$ cat src/rtl/gpo_blink.sv
// rtl/gpo_blink.sv - MMIO general-purpose output slot with set/clear/toggle and per-bit blink engine
module gpo_blink #(
    parameter int W  = 8,
    parameter int PW = 24
) (
    input  logic          clk,
    input  logic          reset,
    input  logic          cs,
    input  logic          read,
    input  logic          write,
    input  logic [4:0]    addr,
    input  logic [31:0]   wr_data,
    output logic [31:0]   rd_data,
    output logic [W-1:0]  dout
);

    localparam logic [4:0] A_DATA   = 5'd0;
    localparam logic [4:0] A_SET    = 5'd1;
    localparam logic [4:0] A_CLR    = 5'd2;
    localparam logic [4:0] A_TGL    = 5'd3;
    localparam logic [4:0] A_EN     = 5'd4;
    localparam logic [4:0] A_PERIOD = 5'd5;
    localparam logic [4:0] A_STATUS = 5'd6;

    logic [W-1:0]  data;
    logic [W-1:0]  blink_en;
    logic [PW-1:0] period;
    logic [PW-1:0] counter;
    logic          phase;

    logic          wr_en;
    logic [W-1:0]  wd;
    logic          engine_active;
    logic          engine_restart;
    logic          period_end;
    logic [32:0]   status_ext;
    logic          unused_bits;

    assign wr_en          = cs && write;
    assign wd             = wr_data[W-1:0];
    assign engine_active  = (blink_en != '0) && (period != '0);
    // Reprogramming the mask or the period restarts the blink cycle from a known point.
    assign engine_restart = wr_en && ((addr == A_EN) || (addr == A_PERIOD));
    assign period_end     = (counter == period - PW'(1));
    assign status_ext     = 33'({phase, counter});

    // The read strobe carries no side effects; upper write/status bits are intentionally dropped.
    assign unused_bits = ^{read, wr_data, status_ext[32]};

    // Register file: data with atomic set/clear/toggle, blink mask and half-period.
    always_ff @(posedge clk or posedge reset) begin
        if (reset) begin
            data     <= '0;
            blink_en <= '0;
            period   <= '0;
        end else if (wr_en) begin
            case (addr)
                A_DATA:   data     <= wd;
                A_SET:    data     <= data | wd;
                A_CLR:    data     <= data & ~wd;
                A_TGL:    data     <= data ^ wd;
                A_EN:     blink_en <= wd;
                A_PERIOD: period   <= wr_data[PW-1:0];
                default:  ;
            endcase
        end
    end

    // Blink engine: half-period counter that flips phase on its last count.
    always_ff @(posedge clk or posedge reset) begin
        if (reset) begin
            counter <= '0;
            phase   <= 1'b0;
        end else if (engine_restart || !engine_active) begin
            counter <= '0;
            phase   <= 1'b0;
        end else if (period_end) begin
            counter <= '0;
            phase   <= ~phase;
        end else begin
            counter <= counter + PW'(1);
        end
    end

    // Registered pin drive so the outputs never glitch while the mux settles.
    always_ff @(posedge clk or posedge reset) begin
        if (reset) begin
            dout <= '0;
        end else begin
            dout <= data ^ (blink_en & {W{phase}});
        end
    end

    // Combinational read mux; SET/CLR/TGL alias DATA on read.
    always_comb begin
        rd_data = '0;
        case (addr)
            A_DATA, A_SET, A_CLR, A_TGL: rd_data = 32'(data);
            A_EN:                        rd_data = 32'(blink_en);
            A_PERIOD:                    rd_data = 32'(period);
            A_STATUS:                    rd_data = status_ext[31:0];
            default:                     rd_data = '0;
        endcase
    end

endmodule

$ cat config.mk
export PLATFORM = sky130hd
export DESIGN_NAME = gpo_blink
export DESIGN_NICKNAME = d
export VERILOG_FILES = /design/src/rtl/gpo_blink.sv
export SDC_FILE = /design/constraint.sdc
export NUM_CORES = 1
export LEC_CHECK = 0
export CAP_MARGIN = 10
export CELL_PAD_IN_SITES_DETAIL_PLACEMENT = 0
export CELL_PAD_IN_SITES_GLOBAL_PLACEMENT = 1
export CORE_UTILIZATION = 40
export DETAILED_ROUTE_END_ITERATION = 10
export GPL_ROUTABILITY_DRIVEN = 0
export PLACE_DENSITY = 0.76
export SLEW_MARGIN = 20
export SYNTH_ARGS = -nofsm -noshare
export SYNTH_HDL_FRONTEND = slang
export SYNTH_SLANG_ARGS = --single-unit
$ cat constraint.sdc
create_clock -name clk -period 5.55 [get_ports clk]
set_clock_uncertainty 0.1 [all_clocks]
set_input_delay 0.8325 -clock clk [delete_from_list [all_inputs] [get_ports clk]]
set_output_delay 0.8325 -clock clk [all_outputs]
set_load 0.05 [all_outputs]
* Yosys cells after proc, flatten, opt, wreduce, memory -nomap -nowiden
Cells that the tools add are included.
Word-level totals: bits in registers 73, input bits 42, output and inout bits 40, logic and storage cells 43
Operators by class: add/sub/neg operators 2, eq/ne operators 7, muxes and demuxes 6, bitwise logic cells 7, reductions and logical operators 15
Operators by type and width (count):
- $pmux 25 s4 | 1
- $mux 24 | 2
- $pmux 8 s4 | 1
- $add 24x1->24 const B | 1
- $eq 24x24->1 | 1
- $reduce_bool 24->1 | 1
- $sub 24x1->24 const B | 1
- $and 8x8->8 | 2
- $xor 8x8->8 | 2
- $eq 5x3->1 const B | 3
- $eq 5x2->1 const B | 2
- $not 8->8 | 1
- $or 8x8->8 | 1
- $reduce_bool 8->1 | 1
- $reduce_and 2->1 | 3
- $eq 5x1->1 const B | 1
- $logic_not 5->1 | 1
- $reduce_bool 4->1 | 1
- $reduce_or 4->1 | 1
- $logic_and 1x1->1 | 3
- $logic_or 1x1->1 | 2
- $mux 1 | 2
- $reduce_bool 2->1 | 1
- $logic_not 1->1 | 1
- $not 1->1 | 1

* Depth between registers and ports, before layout
Gate-level depths: netlist of the first run.
depth in word-level cells 5, mapped depth 10

* Worst setup path before layout of the first run
OpenSTA, ideal clock, no wires.
kind input -> output, start point in addr[1], end point out rd_data[5], arrival 2.798 ns, data required time 4.618 ns, path slack 1.820 ns, stages on the path 5, cells stage by stage clkbuf_1 > nor4b_1 > clkbuf_1 > a222oi_1 > nand2_1
Between the ends: cells in the longest elaborated chain, start to end 3, elaborated cells on any way between the ends 9, those cells by class eq/ne: 6; mux: 1; reduce/logical: 2
RTL lines:
- start, declared | RTL line 11 | input logic [4:0] addr,
- $eq 5x1->1, or another cell as far along | RTL line 97 | case (addr)
- $reduce_or 4->1 | RTL line 97
- $pmux 25 s4 (*) | RTL line 97
- end, declared | RTL line 13 | output logic [31:0] rd_data,
Every way passes the cells marked *; elsewhere a longest branch is shown, timed or not.

* Final worst setup path of the first run
start point in addr[1], end point out rd_data[13]
The elaborated chain is that of the path after synthesis.

==> results.toml, run 1 <==
[run_status]
outcome = "finished, violations left"
violated_checks = "design-rule violations"

[finish]
layout-drive-gt1-share_pct = 12.39
insertedDiodeCount = 0
multi_input_comb_area_sq_mm = 0.002689
register_area_sq_mm = 0.001827
final_core_util_pct = 50.50
layout.nets = 605
area.growth.synth_to_final_pct = 21.63
nFillCells = 1106

[synthesis]
synth_top_area_share_pct = 38.04
mappedNetlistArea_sq_mm = 0.004802
post-synth-top-area-cell = "sky130_fd_sc_hd__dfrtp_1"
synth_edf_count = 0
async_reset_ff_share_pct = 100.0
syn_area_per_cell_sq_um = 9.721
yosysWarnings = 0
synth.yosys.seq_area_share_pct = 38.04
post_synth_inst_count = 494
ys_top_cells_by_area = "sky130_fd_sc_hd__dfrtp_1, sky130_fd_sc_hd__xnor2_1, sky130_fd_sc_hd__mux2_2"
yosys_register_bits = 73
ys_flop_type = "sky130_fd_sc_hd__dfrtp_1"
synth.lib_cells_used.distinct = 52

[detailed_routing]
drt_via_density = 5.491
routed_wire_length_per_instance_microns = 17.21
finalWirelength_mm = 11.91
dr_vias = 3800
detail_route.iter0.violations = 227
drtPass1Iterations = 9
drc_errors = 6
drtAntennaViolNets = 0

[global_routing]
grt_antenna_before_repair = 0
global_route.overflow_total = 0
number_of_global_route_vias_before_repair = 3818
global_route.usage.total_pct = 20.08
grt_max_degree = 39
grt_first_pass_wirelength_mm = 19.62

[floorplan]
die_w_microns = 111.6
die_h_microns = 111.6
die-area_sq_mm = 0.01245
rows = 39
initial_utilization_pct = 41.52
fp.coreArea_sq_mm = 0.01156
io_pins = 82

[clock_tree]
clock_sinks = 73
clockBufferDepth = 2
clkSlewWorstSetupHoldPaths_ps = 50
cts_htree_levels = 3
postCtsHoldBufs = 0
clock_tree_from_tritoncts = "done"
clock_latency_ps = 340
post-cts-setup-buffer-count = 0
number_of_gates_given_a_new_drive_strength_after_cts = 0
clock_tree.root_cell = "sky130_fd_sc_hd__clkbuf_16"
tritoncts.num_buffers = 9

[power_and_ir_drop]
total_leakage_power_nw = 2.511
post-layout-total-power_mw = 1.874
ir_drop_v = 0.0001761
power-per-cell-area_mw_per_mm2 = 320.9

[sta]
layout_min_cycle_time_ps = 4438
slew_viol_final = 0
report.final.setup_viol = 0
rsz0062_at_grt = "no"
fin_hold_ws_ps = 445.7
timing.slew.headroom_pct = 48.07
maxClockFrequency_ghz = 0.2253
tightest_slew_ps = 777.8
final_worst_path_cycle_share_pct = 79.97
hold_violations = 0
fin_setup_tns_ps = 0

[worst_setup_path]
worstPathMaxFanout = 16
crit_required_ps = 4620
critPathKind = "in2out"
cp-start-kind = "input port"
worst_ep_arrival_time_ps = 3510
reg2reg_setup_slack_ps = 2460
reg2reg_from = "period[0]"
critical_path.startpoint = "addr[1]"
critPathCaptureType = "output pin"

[place]
dp_hpwl_mm = 8.685
buffer_ports.inserted = 65

[job]
drv.max_cap_violation_count = 0

[hold_path]
hold_path.class = "reg2reg"
worst_hold_startpoint = "data[7]"
-- placed cells by master (no fill, tap or decap), types with 2 or more instances in the layout --
cell                              instances
sky130_fd_sc_hd__nor4_4                   2
sky130_fd_sc_hd__nor4b_2                  2
sky130_fd_sc_hd__o21ai_1                  3
sky130_fd_sc_hd__nor3b_1                  4
sky130_fd_sc_hd__nand2b_1                 4
sky130_fd_sc_hd__inv_1                   27
sky130_fd_sc_hd__a21oi_1                  4
sky130_fd_sc_hd__mux4_2                   8
sky130_fd_sc_hd__and2_1                   2
sky130_fd_sc_hd__o211ai_1                 2
sky130_fd_sc_hd__clkbuf_8                 4
sky130_fd_sc_hd__nand2_1                 52
sky130_fd_sc_hd__conb_1                   7
sky130_fd_sc_hd__clkbuf_16                9
sky130_fd_sc_hd__or3_1                    4
sky130_fd_sc_hd__a222oi_1                 8
sky130_fd_sc_hd__nor2_1                  13
sky130_fd_sc_hd__and3_1                   6
sky130_fd_sc_hd__nor4_1                  11
sky130_fd_sc_hd__o21ai_0                 20
sky130_fd_sc_hd__clkdlybuf4s50_1         65
sky130_fd_sc_hd__a22o_1                  16
sky130_fd_sc_hd__dfrtp_1                 73
sky130_fd_sc_hd__nor3_1                  31
sky130_fd_sc_hd__o31ai_1                  2
sky130_fd_sc_hd__xnor2_1                 40
sky130_fd_sc_hd__mux2_2                  24
sky130_fd_sc_hd__xor2_1                  25
sky130_fd_sc_hd__ha_1                    18
sky130_fd_sc_hd__nand3_1                 18
sky130_fd_sc_hd__mux2i_1                  2
sky130_fd_sc_hd__nand4_1                 10
sky130_fd_sc_hd__buf_4                   10
sky130_fd_sc_hd__and4_1                   3
-- metrics by stage --
step,area (sq um),cells,worst slack [ps]
6_report,5841,692,1112
5_1_grt,5841,692,960.8
4_1_cts,5841,692,1094
3_5_place_dp,5525,677,1097
3_3_place_gp,5525,677,1124
2_1_floorplan,4825,500,1820
-- cell families after synthesis --
logic type	count (synthesis)	synth area share (%)
simple gates	173	19.78
flops	73	38.04
buf+inv	69	6.566
xor+xnor	65	11.86
compound gates	61	9.197
mux	34	9.797
fa+ha+maj	18	4.690
other cells	1	0.07809
-- area by class of cell --
class	count	area share [%]
multi-input cells	358	46.04
flip-flops and latches	73	31.28
repair buffers	75	12.43
clock buffers	13	4.799
well taps	143	3.063
inverters	28	1.799
clock inverters	2	0.5998
-- Yosys cell counts, types with 2 or more instances --
library cell               instances
sky130_fd_sc_hd__o31ai_1           2
sky130_fd_sc_hd__nor4_1           11
sky130_fd_sc_hd__nand4_1          10
sky130_fd_sc_hd__mux2_2           24
sky130_fd_sc_hd__ha_1             18
sky130_fd_sc_hd__nand2_1          52
sky130_fd_sc_hd__mux4_2            8
sky130_fd_sc_hd__nor3_1           31
sky130_fd_sc_hd__nor4b_1           2
sky130_fd_sc_hd__a222oi_1          8
sky130_fd_sc_hd__dfrtp_1          73
sky130_fd_sc_hd__buf_6             3
sky130_fd_sc_hd__a22o_1           16
sky130_fd_sc_hd__o21ai_0          21
sky130_fd_sc_hd__o211ai_1          2
sky130_fd_sc_hd__and4_1            3
sky130_fd_sc_hd__nand2b_1          4
sky130_fd_sc_hd__and3_1            6
sky130_fd_sc_hd__or3_1             4
sky130_fd_sc_hd__clkbuf_1         26
sky130_fd_sc_hd__xnor2_1          40
sky130_fd_sc_hd__nor3b_1           4
sky130_fd_sc_hd__mux2i_1           2
sky130_fd_sc_hd__xor2_1           25
sky130_fd_sc_hd__inv_1            28
sky130_fd_sc_hd__buf_2             3
sky130_fd_sc_hd__o21ai_1           2
sky130_fd_sc_hd__a21oi_1           4
sky130_fd_sc_hd__nand3_1          18
sky130_fd_sc_hd__nor4_4            2
sky130_fd_sc_hd__and2_1            2
sky130_fd_sc_hd__nor2_1           13
sky130_fd_sc_hd__buf_4             8
-- worst max-delay path, stage by stage --
cell                              delay [ps]
sky130_fd_sc_hd__clkdlybuf4s50_1         390
sky130_fd_sc_hd__buf_4                   200
sky130_fd_sc_hd__nor3_1                  210
sky130_fd_sc_hd__and2_1                  610
sky130_fd_sc_hd__buf_4                   290
sky130_fd_sc_hd__a22o_1                  170
sky130_fd_sc_hd__clkdlybuf4s50_1         810
-- state kept, by name (all words and copies together), names as in the netlist --
name / count
counter: 24
data: 8
period: 24
phase: 1
blink_en: 8
dout: 8
-- metal layers --
| layer | vias to the layer above | track usage [%] | wire [microns] |
|---|---|---|---|
| li1 | 1832 | - | - |
| met1 | 1846 | 25.96 | 5496 |
| met2 | 105 | 33.50 | 5612 |
| met3 | 17 | 3.919 | 564 |
| met4 | 0 | 7.207 | 233 |
| met5 | - | 0 | 0 |
-- where the power goes --
| part | total (mW) | internal (mW) | switching (mW) |
|---|---|---|---|
| Clock | 0.609 | 0.394 | 0.216 |
| Combinational | 0.547 | 0.243 | 0.304 |
| Sequential | 0.718 | 0.604 | 0.114 |
| Total | 1.87 | 1.24 | 0.634 |
-- final timing paths --
kind / endpoint / cells after the start
setup / recovery: rd_data[13] / 7
hold / removal: dout[7] / 1
setup reg to reg: counter[2] / 10
hold reg to reg: dout[7] / 1
max in group asynchronous: period[5] / 3
min in group asynchronous: period[20] / 2
Note: power is estimated with default switching activity, not from simulation.
==> run 2: changes to the inputs <==
clock period = 4.3 ns   (was 5.55 ns; I/O delays follow)
==> run 2 against run 1 <==
The run still ends with design-rule violations left. Hold slack improved by 3.8 ps. Global-route usage rose by 0.68 points. Via count rose by 2.4%. Register-to-register slack got worse by 1300 ps. Routed wire length rose by 2.7%. First-iteration DRC count rose by 43%. Utilization rose by 2.4 points. Final cell count rose by 0.29%. Critical endpoint is now rd_data[12].
==> results.toml, run 2 (same netlist as run 1, synthesis figures left out) <==
[run_status]
outcome = "finished, violations left"
violated_checks = "design-rule violations"

[power_and_ir_drop]
ir_drop_v = 0.0002665
power.switching_mw = 0.8547
power-per-cell-area_mw_per_mm2 = 406.7
total_leakage_power_nw = 2.636
power.share.switching_pct = 34.37
p_clk_share_pct = 33.2
p_int_mw = 1.632
pwr-share-comb_pct = 29.4
power.share.sequential_pct = 37.4

[detailed_routing]
routed_wire_length_per_instance_microns = 17.62
dr_vias = 3890
drtPass1Iterations = 7
detail_route.iter0.violations = 325
finalWirelength_mm = 12.23
drt_via_density = 5.605
drc_errors = 6
drtAntennaViolNets = 0

[worst_setup_path]
worst_path_largest_cell_delay_ps = 470
reg2reg_setup_slack_ps = 1180
worst_ep_arrival_time_ps = 2630
cp_slowest_cell = "sky130_fd_sc_hd__and2_1"
crit_required_ps = 3560
path_cells = "clkdlybuf4s50_1 -> buf_4 -> nor3_1 -> and2_1 -> buf_4 -> a22o_1 -> buf_12"
critical_path.startpoint = "addr[1]"
critPathKind = "in2out"
critical_path.top_delay_family = "buffers and inverters"
critical_path.n_buffers_inverters = 4
cell_repeated_most_along_the_worst_path = "sky130_fd_sc_hd__buf_4"
critPathCaptureType = "output pin"
timing.reg2reg.worst_path_depth = 10
worst_setup_path_endpoint = "rd_data[12]"
timing.rr.end = "counter[5]"
cp-start-kind = "input port"
worstPathMaxFanout = 15
timing.critical_path.depth = 7
reg2reg_from = "period[0]"

[clock_tree]
number_of_gates_given_a_new_drive_strength_after_cts = 0
postCtsHoldBufs = 0
clock_sinks = 73
cts_htree_levels = 3
clock_latency_ps = 340
tritoncts.num_buffers = 9
clkSlewWorstSetupHoldPaths_ps = 60
clock_tree_from_tritoncts = "done"
post-cts-setup-buffer-count = 0
clock_tree.root_cell = "sky130_fd_sc_hd__clkbuf_16"
clockBufferDepth = 2

[sta]
layout_min_cycle_time_ps = 3373
final_worst_path_cycle_share_pct = 78.43
timing.slew.headroom_pct = 41.27
fin_setup_tns_ps = 0
hold_violations = 0
report.final.setup_viol = 0
tightest_slew_ps = 879.9
maxClockFrequency_ghz = 0.2965
rsz0062_at_grt = "no"
post-route-worst-setup-slack_ps = 927.4
slew_viol_final = 0

[floorplan]
fp.coreArea_sq_mm = 0.01156
rows = 39
die-area_sq_mm = 0.01245
io_pins = 82
initial_utilization_pct = 41.52
die_w_microns = 111.6
die_h_microns = 111.6

[finish]
leading_cell_type_in_the_layout_fill_and_taps_excluded = "sky130_fd_sc_hd__dfrtp_1"
layout.nets = 606
layout_common_cells = "sky130_fd_sc_hd__dfrtp_1, sky130_fd_sc_hd__nand2_1, sky130_fd_sc_hd__xnor2_1, sky130_fd_sc_hd__clkdlybuf4s50_1, sky130_fd_sc_hd__nor3_1"
nFillCells = 1029
insertedDiodeCount = 0
layout-drive-gt1-share_pct = 17.24
biggestRegsByFlops = "counter: 24 flops, period: 24 flops"
area.growth.synth_to_final_pct = 27.31

[global_routing]
number_of_global_route_vias_before_repair = 3964
global_route.overflow_total = 0
grt_antenna_before_repair = 0
global_route.usage.total_pct = 20.76
grt_max_degree = 49
grt_first_pass_wirelength_mm = 20.42

[place]
pre_cts_slack_ps = 933.5
dp_hpwl_mm = 8.840
buffer_ports.inserted = 65

[hold_path]
hold_path.class = "reg2reg"

[job]
drv.max_cap_violation_count = 0
==> run 2: stage by stage <==
| step | hold WS (ps) | total power [mW] | instances | util (%) | instance area, sq um |
|---|---|---|---|---|---|
| 5_1_grt | 473.0 | 2.617 | 694 | 52.86 | 6113 |
| 4_1_cts | 452.9 | 2.503 | 694 | 52.85 | 6112 |
| 6_report | 449.5 | 2.487 | 694 | 52.86 | 6113 |
| 2_1_floorplan | 389.8 | 1.439 | 500 | - | 4825 |
| 3_3_place_gp | 429.2 | 1.638 | 678 | 50.01 | 5783 |
| 3_5_place_dp | 433.6 | 1.665 | 678 | 50.01 | 5783 |
==> run 2: metal layers <==
metal  vias up  wire [microns]  track usage, %  share of wire, %
met1      1900            5377           26.65                44
met2       123            5927           35.04                48
met4         0             289           7.838               2.4
met5         -               0               0                 0
li1       1841               -               -                 -
met3        26             633           3.593               5.2
==> run 2: final cells by class <==
| class | count | area [sq um] | share of cell area [%] |
|---|---|---|---|
| clock buffer | 10 | 239.0 | 3.909 |
| sequential | 73 | 1827 | 29.88 |
| timing repair buffer | 76 | 983.4 | 16.09 |
| tap | 143 | 178.9 | 2.927 |
| inverter | 28 | 106.4 | 1.740 |
| clock inverter | 6 | 90.09 | 1.474 |
| multi-input combinational | 358 | 2689 | 43.98 |
==> run 2: power by group through the flow <==
stage	Combinational, mW	Clock [mW]	Sequential (mW)
floorplan	0.506	0	0.932
global placement	0.704	0	0.934
detailed placement	0.724	0	0.941
CTS	0.734	0.841	0.928
global route	0.803	0.869	0.945
finish	0.731	0.826	0.930
==> run 2: worst min path at each step <==
stage / startpoint / end / slack, ps / cells after the start
after floorplan: data[0] / dout[0] / 390 / 1
after global placement: data[7] / dout[7] / 430 / 1
after detailed placement: data[2] / dout[2] / 430 / 1
after CTS: data[7] / dout[7] / 450 / 1
after global routing: data[4] / dout[4] / 470 / 1
final: data[4] / dout[4] / 450 / 1
